`src/rtl/uart_byte_rx_pkg.sv`:
```
// +----------------------------------------------------------------------+
// | uart_byte_rx_pkg : shared receiver states, vote points and helpers   |
// | Revision: 1.0                                                        |
// +----------------------------------------------------------------------+
`default_nettype none
`timescale 1ns/1ps

package uart_byte_rx_pkg;

  typedef enum logic [2:0] {
    S_IDLE  = 3'd0,
    S_START = 3'd1,
    S_DATA  = 3'd2,
    S_STOP  = 3'd3,
    S_BREAK = 3'd4
  } rx_state_t;

  // Three votes straddle the middle of each 16-sample bit; the last one decides.
  localparam logic [3:0] c_vote_first = 4'd7;
  localparam logic [3:0] c_vote_mid   = 4'd8;
  localparam logic [3:0] c_vote_last  = 4'd9;
  localparam logic [3:0] c_bit_last   = 4'd15;

  function automatic logic majority3(input logic a, input logic b, input logic c);
    return (a & b) | (a & c) | (b & c);
  endfunction

  function automatic int calc_div(input int clk_freq, input int baud, input int oversample);
    return (clk_freq + (baud * oversample) / 2) / (baud * oversample);
  endfunction

endpackage

`default_nettype wire

```
`src/rtl/uart_baud_tick.sv`:
```
// +----------------------------------------------------------------------+
// | uart_baud_tick : oversample tick generator, realignable via clr      |
// | Revision: 1.0                                                        |
// +----------------------------------------------------------------------+
`default_nettype none
`timescale 1ns/1ps

module uart_baud_tick
  import uart_byte_rx_pkg::*;
#(
  parameter int CLK_FREQ   = 50_000_000,
  parameter int BAUD       = 115200,
  parameter int OVERSAMPLE = 16
) (
  input  logic clk,
  input  logic reset,
  input  logic clr,
  output logic s_tick
);

  localparam int c_div   = calc_div(CLK_FREQ, BAUD, OVERSAMPLE);
  localparam int c_cnt_w = (c_div > 1) ? $clog2(c_div) : 1;
  localparam logic [c_cnt_w-1:0] c_cnt_max = c_cnt_w'(c_div - 1);

  generate
    if (c_div < 1) begin : g_div_check
      $error("uart_baud_tick: divider below 1 for CLK_FREQ/BAUD combination");
    end
    if (OVERSAMPLE != 16) begin : g_os_check
      $error("uart_baud_tick: only 16x oversampling is supported");
    end
  endgenerate

  logic [c_cnt_w-1:0] r_cnt;

  always_ff @(posedge clk) begin
    if (reset || clr) begin
      r_cnt <= '0;
    end else if (r_cnt == c_cnt_max) begin
      r_cnt <= '0;
    end else begin
      r_cnt <= r_cnt + c_cnt_w'(1);
    end
  end

  assign s_tick = (r_cnt == c_cnt_max);

endmodule

`default_nettype wire

```
`src/rtl/uart_byte_rx.sv`:
```
// +----------------------------------------------------------------------+
// | uart_byte_rx : 8N1 receiver, 16x oversampled, 3-sample majority vote |
// | Revision: 1.0                                                        |
// +----------------------------------------------------------------------+
`default_nettype none
`timescale 1ns/1ps

module uart_byte_rx
  import uart_byte_rx_pkg::*;
#(
  parameter int CLK_FREQ   = 50_000_000,
  parameter int BAUD       = 115200,
  parameter int OVERSAMPLE = 16
) (
  input  logic       clk,
  input  logic       reset,
  input  logic       rxd,
  output logic [7:0] rx_data,
  output logic       rx_valid,
  output logic       frame_err,
  output logic       busy
);

  logic       r_sync1;
  logic       r_sync2;
  logic       r_sync3;
  logic [1:0] r_warm;
  logic       r_armed;

  rx_state_t  r_state;
  rx_state_t  w_state_nxt;
  logic       w_valid_nxt;
  logic       w_ferr_nxt;

  logic       w_tick;
  logic       r_tick_d;
  logic [3:0] r_scnt;
  logic [3:0] r_hcnt;
  logic [2:0] r_idx;
  logic       r_taken;
  logic [7:0] r_shreg;
  logic       r_v0;
  logic       r_v1;

  logic       w_rxd;
  logic       w_fall;
  logic       w_start;
  logic       w_decide;
  logic       w_vote;
  logic       w_bit_end;

  uart_baud_tick #(
    .CLK_FREQ   (CLK_FREQ),
    .BAUD       (BAUD),
    .OVERSAMPLE (OVERSAMPLE)
  ) u_tick (
    .clk    (clk),
    .reset  (reset),
    .clr    (w_start),
    .s_tick (w_tick)
  );

  // Arming waits for the preset synchroniser contents to flush, so a line
  // that is already low at reset release never looks like a start edge.
  always_ff @(posedge clk) begin
    if (reset) begin
      r_sync1 <= 1'b1;
      r_sync2 <= 1'b1;
      r_sync3 <= 1'b1;
      r_warm  <= 2'd0;
      r_armed <= 1'b0;
    end else begin
      r_sync1 <= rxd;
      r_sync2 <= r_sync1;
      r_sync3 <= r_sync2;
      if (r_warm != 2'd3) begin
        r_warm <= r_warm + 2'd1;
      end else if (r_sync2) begin
        r_armed <= 1'b1;
      end
    end
  end

  assign w_rxd     = r_sync2;
  assign w_fall    = r_sync3 & ~r_sync2 & r_armed;
  assign w_start   = (r_state == S_IDLE) && w_fall;
  assign w_decide  = r_tick_d && (r_scnt == c_vote_last);
  assign w_vote    = majority3(r_v0, r_v1, w_rxd);
  assign w_bit_end = w_tick && (r_scnt == c_bit_last);
  assign busy      = (r_state != S_IDLE);

  always_ff @(posedge clk) begin
    if (reset) begin
      r_state <= S_IDLE;
    end else begin
      r_state <= w_state_nxt;
    end
  end

  always_comb begin
    w_state_nxt = r_state;
    w_valid_nxt = 1'b0;
    w_ferr_nxt  = 1'b0;
    unique case (r_state)
      S_IDLE: begin
        if (w_fall) begin
          w_state_nxt = S_START;
        end
      end
      S_START: begin
        if (w_decide) begin
          w_state_nxt = w_vote ? S_IDLE : S_DATA;
        end
      end
      S_DATA: begin
        if (w_bit_end && r_taken && (r_idx == 3'd7)) begin
          w_state_nxt = S_STOP;
        end
      end
      S_STOP: begin
        // Leaving at the decision point rather than the bit end leaves room
        // to catch a back-to-back start from a slightly fast transmitter.
        if (w_decide) begin
          if (w_vote) begin
            w_state_nxt = S_IDLE;
            w_valid_nxt = 1'b1;
          end else begin
            w_state_nxt = S_BREAK;
            w_ferr_nxt  = 1'b1;
          end
        end
      end
      S_BREAK: begin
        if (w_tick && w_rxd && (r_hcnt == 4'd15)) begin
          w_state_nxt = S_IDLE;
        end
      end
      default: begin
        w_state_nxt = S_IDLE;
      end
    endcase
  end

  always_ff @(posedge clk) begin
    if (reset) begin
      r_tick_d  <= 1'b0;
      r_scnt    <= 4'd0;
      r_hcnt    <= 4'd0;
      r_idx     <= 3'd0;
      r_taken   <= 1'b0;
      r_shreg   <= 8'd0;
      r_v0      <= 1'b1;
      r_v1      <= 1'b1;
      rx_data   <= 8'd0;
      rx_valid  <= 1'b0;
      frame_err <= 1'b0;
    end else begin
      rx_valid  <= w_valid_nxt;
      frame_err <= w_ferr_nxt;
      r_tick_d  <= w_tick & ~w_start;

      if (w_start) begin
        r_scnt <= 4'd0;
      end else if (w_tick) begin
        r_scnt <= r_scnt + 4'd1;
      end

      if (r_tick_d && (r_scnt == c_vote_first)) begin
        r_v0 <= w_rxd;
      end
      if (r_tick_d && (r_scnt == c_vote_mid)) begin
        r_v1 <= w_rxd;
      end

      // r_taken keeps the tail of the start bit from advancing the index.
      if (w_start) begin
        r_idx   <= 3'd0;
        r_taken <= 1'b0;
      end else if (r_state == S_DATA) begin
        if (w_decide) begin
          r_shreg[r_idx] <= w_vote;
          r_taken        <= 1'b1;
        end else if (w_bit_end && r_taken) begin
          r_taken <= 1'b0;
          r_idx   <= r_idx + 3'd1;
        end
      end

      if (w_valid_nxt) begin
        rx_data <= r_shreg;
      end

      if (r_state != S_BREAK) begin
        r_hcnt <= 4'd0;
      end else if (w_tick) begin
        r_hcnt <= w_rxd ? (r_hcnt + 4'd1) : 4'd0;
      end
    end
  end

endmodule

`default_nettype wire

```
`config.mk`:
```
export PLATFORM = sky130hd
export DESIGN_NAME = uart_byte_rx
export DESIGN_NICKNAME = d
export VERILOG_FILES = /design/src/rtl/uart_byte_rx_pkg.sv /design/src/rtl/uart_baud_tick.sv /design/src/rtl/uart_byte_rx.sv
export SDC_FILE = /design/constraint.sdc
export NUM_CORES = 1
export LEC_CHECK = 0
export ABC_AREA = 1
export CAP_MARGIN = 20
export CELL_PAD_IN_SITES_DETAIL_PLACEMENT = 0
export CELL_PAD_IN_SITES_GLOBAL_PLACEMENT = 2
export CORE_ASPECT_RATIO = 0.5
export CORE_MARGIN = 5
export CORE_UTILIZATION = 36
export CTS_CLUSTER_DIAMETER = 40
export DETAILED_ROUTE_END_ITERATION = 6
export GPL_ROUTABILITY_DRIVEN = 0
export PLACE_DENSITY = 0.8
export SYNTH_ARGS = -nofsm -noshare
export SYNTH_HDL_FRONTEND = slang
export SYNTH_SLANG_ARGS = --single-unit
```
`constraint.sdc`:
```
create_clock -name clk -period 2.9 [get_ports clk]
set_input_delay 0.435 -clock clk [delete_from_list [all_inputs] [get_ports clk]]
set_output_delay 0.435 -clock clk [all_outputs]
set_load 0.02 [all_outputs]
```
== Yosys cells after proc, flatten, opt, wreduce, memory -nomap -nowiden ==
Cells that the tools add are included.
Word-level totals
  bits in registers: 47
  word-level logic and storage cells: 97
Cells by class
  add/subtract/negate cells: 5
  $lt $le $gt $ge: 2
  equality and inequality tests: 18
  multiplexer cells: 18
  bitwise operators: 13
  reduce and logical (&&, ||, !) cells: 23
Operators with widths (number)
  two-way mux 3 bit: 6
  == test 4 bit, second input constant: 4
  case mux 3 bit (5 select lines): 1
  != test 2 bit, second input constant: 6
  logical AND 1 bit: 10
  adder 4 x 1 -> 4 bit, second input constant: 2
  bitwise mux 8 bit: 1
  two-way mux 1 bit: 7
  AND 1 bit: 6
  == test 3 x 2 -> 1 bit, second input constant: 2
  == test 3 bit, second input constant: 2
  AND reduction 3 bit: 2
  OR reduction 2 bit: 3
  adder 5 x 1 -> 5 bit, second input constant: 1
  == test 5 bit, second input constant: 1
  NOT 1 bit: 5
  AND reduction 5 bit: 1
  == test 4 x 3 -> 1 bit, second input constant: 1
  less-than comparator 3 x 4 -> 1 bit, second input constant: 1
  two-way mux 4 bit: 1
  AND reduction 2 bit: 2
  adder 3 x 1 -> 3 bit, second input constant: 1
  demux 1 bit (select 3 bit): 1
  == test 3 x 1 -> 1 bit, second input constant: 1
  10 further kinds: 11

== Depth between registers and ports, before layout ==
Gate-level depths: netlist of run 1.
  depth after elaboration: 6
  mapped depth: 10
  gate-level depth less buffers: 10

== Modules after synthesis ==
A second synthesis of run 1 with hierarchy kept.
Unflattened totals
  cell total of the unflattened synthesis: 273
  area, all modules: 2072.0 µm²
By module, submodules not included
  uart_byte_rx: instances 1, cells an instance 240, area an instance 1821.7 µm²
  uart_baud_tick: instances 1, cells an instance 33, area an instance 250.2 µm²

== Worst setup path after synthesis of run 1 ==
Ideal clock, no wire load.
  path kind: reg2reg
  from: reg r_scnt[0]
  to: reg rx_data[0]
  library setup time: 0.066 ns
  arrival time: 1.268 ns
  required time: 2.834 ns
  setup slack: 1.566 ns
  stages on the path, launching flop included: 9
  buffers on the path: 1
  period minus slack after synthesis: 1.334 ns
  cell sequence: dfxtp_1 -> ha_1 -> nand4_1 -> inv_2 -> nand2_2 -> nor2_4 -> buf_6 -> o21ai_2 -> a21oi_2
On the way
  cells in the longest elaborated chain, start to end: 4
RTL lines
  start, declared: line uart_byte_rx.sv:37  | logic [3:0] r_scnt;
  start signal, assigned: line uart_byte_rx.sv:165  | r_scnt <= r_scnt + 4'd1;
  == test 4 bit: line uart_byte_rx.sv:87  | assign w_decide = r_tick_d && (r_scnt == c_vote_last);
  logical AND 1 bit: line uart_byte_rx.sv:87
  two-way mux 1 bit: line uart_byte_rx.sv:123  | if (w_decide) begin
  two-way mux 1 bit: line uart_byte_rx.sv:104  | unique case (r_state)
  end signal, assigned: line uart_byte_rx.sv:190  | rx_data <= r_shreg;
  end, declared: line uart_byte_rx.sv:18  | output logic [7:0] rx_data,
No other way between the ends.
A chain may end at the register's enable or synchronous reset.

== Worst setup path in the final report of run 1 ==
  from: reg r_state[2]
  to: out busy
On the way
  cells in the longest elaborated chain, start to end: 1
RTL lines
  start, declared: line uart_byte_rx.sv:30  | rx_state_t r_state;
  start signal, assigned: line uart_byte_rx.sv:96  | r_state <= w_state_nxt;
  nonzero test 3 bit: line uart_byte_rx.sv:90  | assign busy = (r_state != S_IDLE);
  end, declared: line uart_byte_rx.sv:21  | output logic busy
No other way between the ends.

==> results of run 1 <==
-- metrics by stage --
stage               setup slack (ps)  total power [µW]  cell area, µm²  hold WS, ps
floorplan                       1570               850            2050          389
global placement                1030               902            2260          397
detailed placement               956               901            2260          397
CTS                              918              1450            2400          426
global route                     889              1510            2400          436
finish                           936              1430            2400          420
-- state kept, by name, summed over array words and instances, names as in the netlist --
signal / flops
r_shreg: 8
rx_data: 8
u_tick.r_cnt: 5
r_hcnt: 4
r_scnt: 4
r_idx: 3
r_state: 3
r_warm: 2
frame_err: 1
r_armed: 1
r_sync1: 1
r_sync2: 1
r_sync3: 1
r_taken: 1
r_tick_d: 1
r_v0: 1
r_v1: 1
rx_valid: 1
-- metal layers --
metal	wire length (µm)	vias up	global-route usage, %
met4	39	0	4.01
met1	2000	720	15.6
met5	0	-	0
li1	-	890	-
met3	174	5	4.88
met2	1760	17	17.6
-- cells in the final DEF, fill, tap and decap left out, drive strengths merged --
master	count
a22oi	1
nand3	9
clkbuf	7
nand2	54
clkdlybuf4s50	13
nor3b	1
buf	1
dfxtp	47
nor2	43
a21oi	22
or2	2
clkinv	1
o21ai	18
inv	37
a21o	1
nand4	8
xor2	4
o21a	1
nor3	5
a211oi	1
a31oi	1
ha	9
-- cells by family (layout without fill, tap and decap cells) --
logic type | after synthesis | in the layout | share of synthesized area, %
DFF | 47 | 47 | 45.8
AOI/OAI and AO/OA | 45 | 45 | 12.4
adders and majority gates | 9 | 9 | 5.48
buffers and inverters | 41 | 59 | 7.92
xor gates and xnor gates | 4 | 4 | 1.71
and+or+nand+nor | 122 | 122 | 26.6
-- layout make-up --
| type | count | area (µm²) |
|---|---|---|
| sequential | 47 | 941 |
| clock inverter | 1 | 5.00 |
| fill | 570 | 3120 |
| clock buffer | 7 | 133 |
| timing repair buffer | 14 | 138 |
| multi-input combinational | 180 | 950 |
| tap | 73 | 91.3 |
| inverter | 37 | 139 |
-- synthesized netlist by cell type (all sizes together), types with 2 or more instances --
master / count
a21oi: 22
buf: 3
dfxtp: 47
ha: 9
inv: 37
nand2: 54
nand3: 9
nand4: 8
nor2: 43
nor3: 5
o21ai: 18
or2: 2
xor2: 4
-- final timing paths --
path / start / end / slack (ps) / depth (start not counted)
setup reg to reg: r_scnt[0] / rx_data[3] / 1220 / 7
hold reg to reg: r_sync1 / r_sync2 / 420 / 1
hold / removal: r_sync1 / r_sync2 / 420 / 1
setup / recovery: r_state[2] / busy / 940 / 3
-- report_power, final --
part | switching (µW) | total [µW] | internal (µW) | leakage, µW
clock | 226 | 544 | 318 | 0.0000679
sequential | 21.9 | 696 | 674 | 0.000381
combinational | 119 | 189 | 70.6 | 0.000550
-- worst register-to-register path: stages, from the launching register on --
cell,delay (ps)
dfxtp_1,420
ha_1,180
nand4_1,180
inv_2,140
nand2_2,90
nor2_4,330
o21ai_0,130
a21oi_1,130
==> run metrics, run 1 <==
Leakage 0.000999 µW; status complete, no violations; Yosys top cell area share 45.8%; critical path arrival 1530 ps; CP bufs+invs 1; area grow syn2layout 16.7%; Die Width 117 µm; H-tree depth 2; GRT overflow 0; Starting Density 37.2%; per-cell routed wire length 11.1 µm; number of vias per cell 4.55; largest net degree at the start of global routing 20; Worst path top cell family by delay buffers and inverters; crit path launch type flip-flop; antenna violations before repair 0; Max IR drop VDD 0.211 mV; Post-Layout Cell Count 359; Cells after DPL 351; layout cells sized above 1 9.44%; CTS hold repair buffers 0; ys flop type dfxtp_1; Netlist cell types 30; final setup vio count 0; DRT antenna net count 0; Slew HR 62.8%; Seq/Total Area, Yosys 45.8%; n_diodes 0; detailed placer's ending HPWL 2930 µm; # resized after CTS 0; post-CTS setup buffer count 0; first-pass GRT wire length 6870 µm; post-layout util 43.4%; die height 63.4 µm; synth warn 0; CTS max path bufs 2; RSZ-0062 raised after global routing false; PD cells 596 nW/µm²; Via Count 1,632; IO Pins 14; worst-path maximum fanout 5; Max Slew Vio Count 0; CTS Buf Count 5; Clk pin slew, worst setup/hold paths 60 ps; crit path kind reg2out; Clock Skew 8.11 ps; CTS tree done; WP data required 2470 ps; largest area contributor in the netlist dfxtp_1; syn nets 280; number of enable flip-flop cells after synthesis 0; Net count, final 297; Crit. End Element output pin; cell chain of the critical path nor2_2 > nand2_1 > clkdlybuf4s50_1; final hold violations 0; Syn Area/Cell 7.66 µm²; Num Clock Sinks 47; TritonRoute pass-1 iters 4; Slew @ Worst Pin 555 ps; Achievable Freq 509 MHz; Setup TNS Final 0 ps; Mapped Cells 268; port bufs 13; core area 5520 µm²; fin crit share 67.7%; die area 7410 µm²; asr flop ratio synth 0%; Period minus WS final 1960 ps; HP Class reg2reg; synthesized cell area 2050 µm²; max incr delay on CP 620 ps; DRC Markers 0; Slowest-stage cell, CP clkdlybuf4s50_1; Worst-Skew Late Latency 290 ps; GRT Total Usage 11.9%; top cells by area, synth dfxtp_1, nand2_1, nor2_1; Iter 0 DRT Violations 52; vias in the first global route 1,487; root buffer selected by CTS clkbuf_16; FP Rows 19; final WL 3980 µm; Synth Register Bits 47; max-cap violations 0
(Power assumes the default switching activity.)
==> run 2, diff against run 1 <==
--- a/config.mk
+++ b/config.mk
@@ -11,11 +11,11 @@
 export CELL_PAD_IN_SITES_GLOBAL_PLACEMENT = 2
 export CORE_ASPECT_RATIO = 0.5
 export CORE_MARGIN = 5
-export CORE_UTILIZATION = 36
+export CORE_UTILIZATION = 30
 export CTS_CLUSTER_DIAMETER = 40
 export DETAILED_ROUTE_END_ITERATION = 6
 export GPL_ROUTABILITY_DRIVEN = 0
-export PLACE_DENSITY = 0.8
+export PLACE_DENSITY = 0.71
 export SYNTH_ARGS = -nofsm -noshare
 export SYNTH_HDL_FRONTEND = slang
 export SYNTH_SLANG_ARGS = --single-unit
==> constraint.sdc (replaced) <==
create_clock -name clk -period 1.7 [get_ports clk]
set_input_delay 0.255 -clock clk [delete_from_list [all_inputs] [get_ports clk]]
set_output_delay 0.255 -clock clk [all_outputs]
set_load 0.02 [all_outputs]
==> run metrics, run 2 (same netlist as run 1, synthesis figures left out) <==
number of vias per cell 4.37; DRT antenna net count 0; n_diodes 0; cell chain of the critical path nor2_2 > nand2_1 > dlygate4sd2_1; Crit. End Element output pin; vias in the first global route 1,569; Max IR drop VDD 0.361 mV; Die Width 127 µm; antenna violations before repair 0; H-tree depth 2; design area 2500 µm²; Net count, final 302; reg-to-reg slack, setup 220 ps; layout cells sized above 1 12.7%; die height 68.5 µm; fin crit share 91.0%; IO Pins 14; footprint of the multi-input gates 956 µm²; Num Clock Sinks 47; Clk pin slew, worst setup/hold paths 60 ps; port bufs 13; crit path kind reg2out; sequential cell area 942 µm²; biggest regs r_shreg (8), rx_data (8), u_tick.r_cnt (5); per-cell routed wire length 10.6 µm; Pwr Total 2540 µW; CTS Buf Count 5; Slowest-stage cell, CP dfxtp_1; largest net degree at the start of global routing 19; Setup TNS Final 0 ps; max incr delay on CP 350 ps; post-layout util 37.4%; die area 8700 µm²; FP Rows 21; capture point of the worst reg-to-reg path r_scnt[0]; TritonRoute pass-1 iters 4; Starting Density 30.8%; max-cap violations 0; cells on worst reg2reg path 8; R2R Path Start r_state[2]; Period minus WS final 1550 ps; Slew HR 67.3%; final worst setup slack 153 ps; final setup vio count 0; pre-CTS WS 92.8 ps; CTS max path bufs 2; Max Slew Vio Count 0; GRT Total Usage 10.5%; Leakage 0.00104 µW; PD cells 1020 nW/µm²; WP data required 1440 ps; crit path launch type flip-flop; final hold violations 0; Achievable Freq 647 MHz; detailed placer's ending HPWL 3100 µm; root buffer selected by CTS clkbuf_16; RSZ-0062 raised after global routing false; area grow syn2layout 21.7%; commonest non-fill, non-tap cell in the layout nand2_1; critical path arrival 1290 ps; fillers 707; DRC Markers 0; Clock Skew 6.57 ps; Via Count 1,672; core area 6670 µm²; status complete, no violations; Iter 0 DRT Violations 76; first-pass GRT wire length 7160 µm; Hold Crit Depth 1; Slew @ Worst Pin 487 ps; Area after DPL 2300 µm²; CTS tree done; Worst-Skew Late Latency 280 ps; HP Class reg2reg; final WL 4070 µm; Hold Crit Start r_sync1; CP bufs+invs 1; Worst path top cell family by delay flip-flops; worst-path maximum fanout 5; GRT overflow 0; Worst Hold Path EP r_sync2; most frequent cells in the layout nand2_1, dfxtp_1, nor2_1
## run 2: cell count changes in the layout (fill, tap and decap cells not counted), moves of 2 or more
cell | before | now
clkbuf_8 | 0 | 2
buf_4 | 1 | 5
o21ai_0 | 13 | 11
clkbuf_1 | 2 | 0
## run 2: through the flow
stage          cells  hold WS [ps]
6_report         383           411
5_1_grt          383           433
3_3_place_gp     373           395
3_5_place_dp     373           396
2_1_floorplan    268           359
4_1_cts          381           414
## run 2: worst max-delay path by stage
stage	cells after the start	slack [ps]	startpoint	to
5_1_grt	9	8	u_tick.r_cnt[1]	r_state[2]
6_report	3	150	r_state[2]	busy
2_1_floorplan	8	370	r_scnt[0]	rx_data[0]
3_5_place_dp	7	90	r_scnt[0]	rx_data[5]
4_1_cts	7	80	r_scnt[0]	rx_data[5]
3_3_place_gp	7	160	r_scnt[0]	rx_data[5]
## run 2: layout make-up
class                   instances  share of cell area (%)
multi-input cells             180                    38.3
flip-flops and latches         47                    37.7
repair buffers                 19                    7.46
well taps                      92                    4.61
clock buffers                   7                    6.11
inverters                      37                    5.56
clock inverters                 1                   0.300
## run 2: routing by layer
layer	up-vias	track usage, %	part of all wire [%]	wire length (µm)
li1	900	-	-	-
met1	746	13.1	48	1970
met2	24	17.7	47	1900
met3	2	3.69	4.6	187
met4	0	2.41	0.34	14
met5	-	0	0	0
## run 2: worst reg2reg max path: cells and delay by family (launching register included)
family	cells	cell delay (ps)
AOI/OAI and AO/OA	2	350
buffers and inverters	2	170
DFF	1	350
and+or+nand+nor	4	490
## run 2: repair_timing
action / in CTS / in global routing
setup buffers: 0 / 2
gates resized for setup: 1 / 5
pin swaps: 0 / 2
hold endpoints to repair: 0 / 0
hold buffers: 0 / 0
setup endpoints to repair: 1 / 12
## run 2: power by group
part | switching [µW] | internal [µW] | leakage (µW)
clock network | 400 | 625 | 0.0000761
logic | 212 | 117 | 0.000580
registers | 35.8 | 1150 | 0.000381
total | 648 | 1890 | 0.00104
==> run 3, diff against run 2 <==
--- a/config.mk
+++ b/config.mk
@@ -6,7 +6,7 @@
 export NUM_CORES = 1
 export LEC_CHECK = 0
 export ABC_AREA = 1
-export CAP_MARGIN = 20
+export CAP_MARGIN = 15
 export CELL_PAD_IN_SITES_DETAIL_PLACEMENT = 0
 export CELL_PAD_IN_SITES_GLOBAL_PLACEMENT = 2
 export CORE_ASPECT_RATIO = 0.5
@@ -16,6 +16,7 @@
 export DETAILED_ROUTE_END_ITERATION = 6
 export GPL_ROUTABILITY_DRIVEN = 0
 export PLACE_DENSITY = 0.71
+export SKIP_LAST_GASP = 1
 export SYNTH_ARGS = -nofsm -noshare
 export SYNTH_HDL_FRONTEND = slang
 export SYNTH_SLANG_ARGS = --single-unit
==> results of run 3 <==
Same layout as run 2: the final DEF is identical, and so are final timing and power.
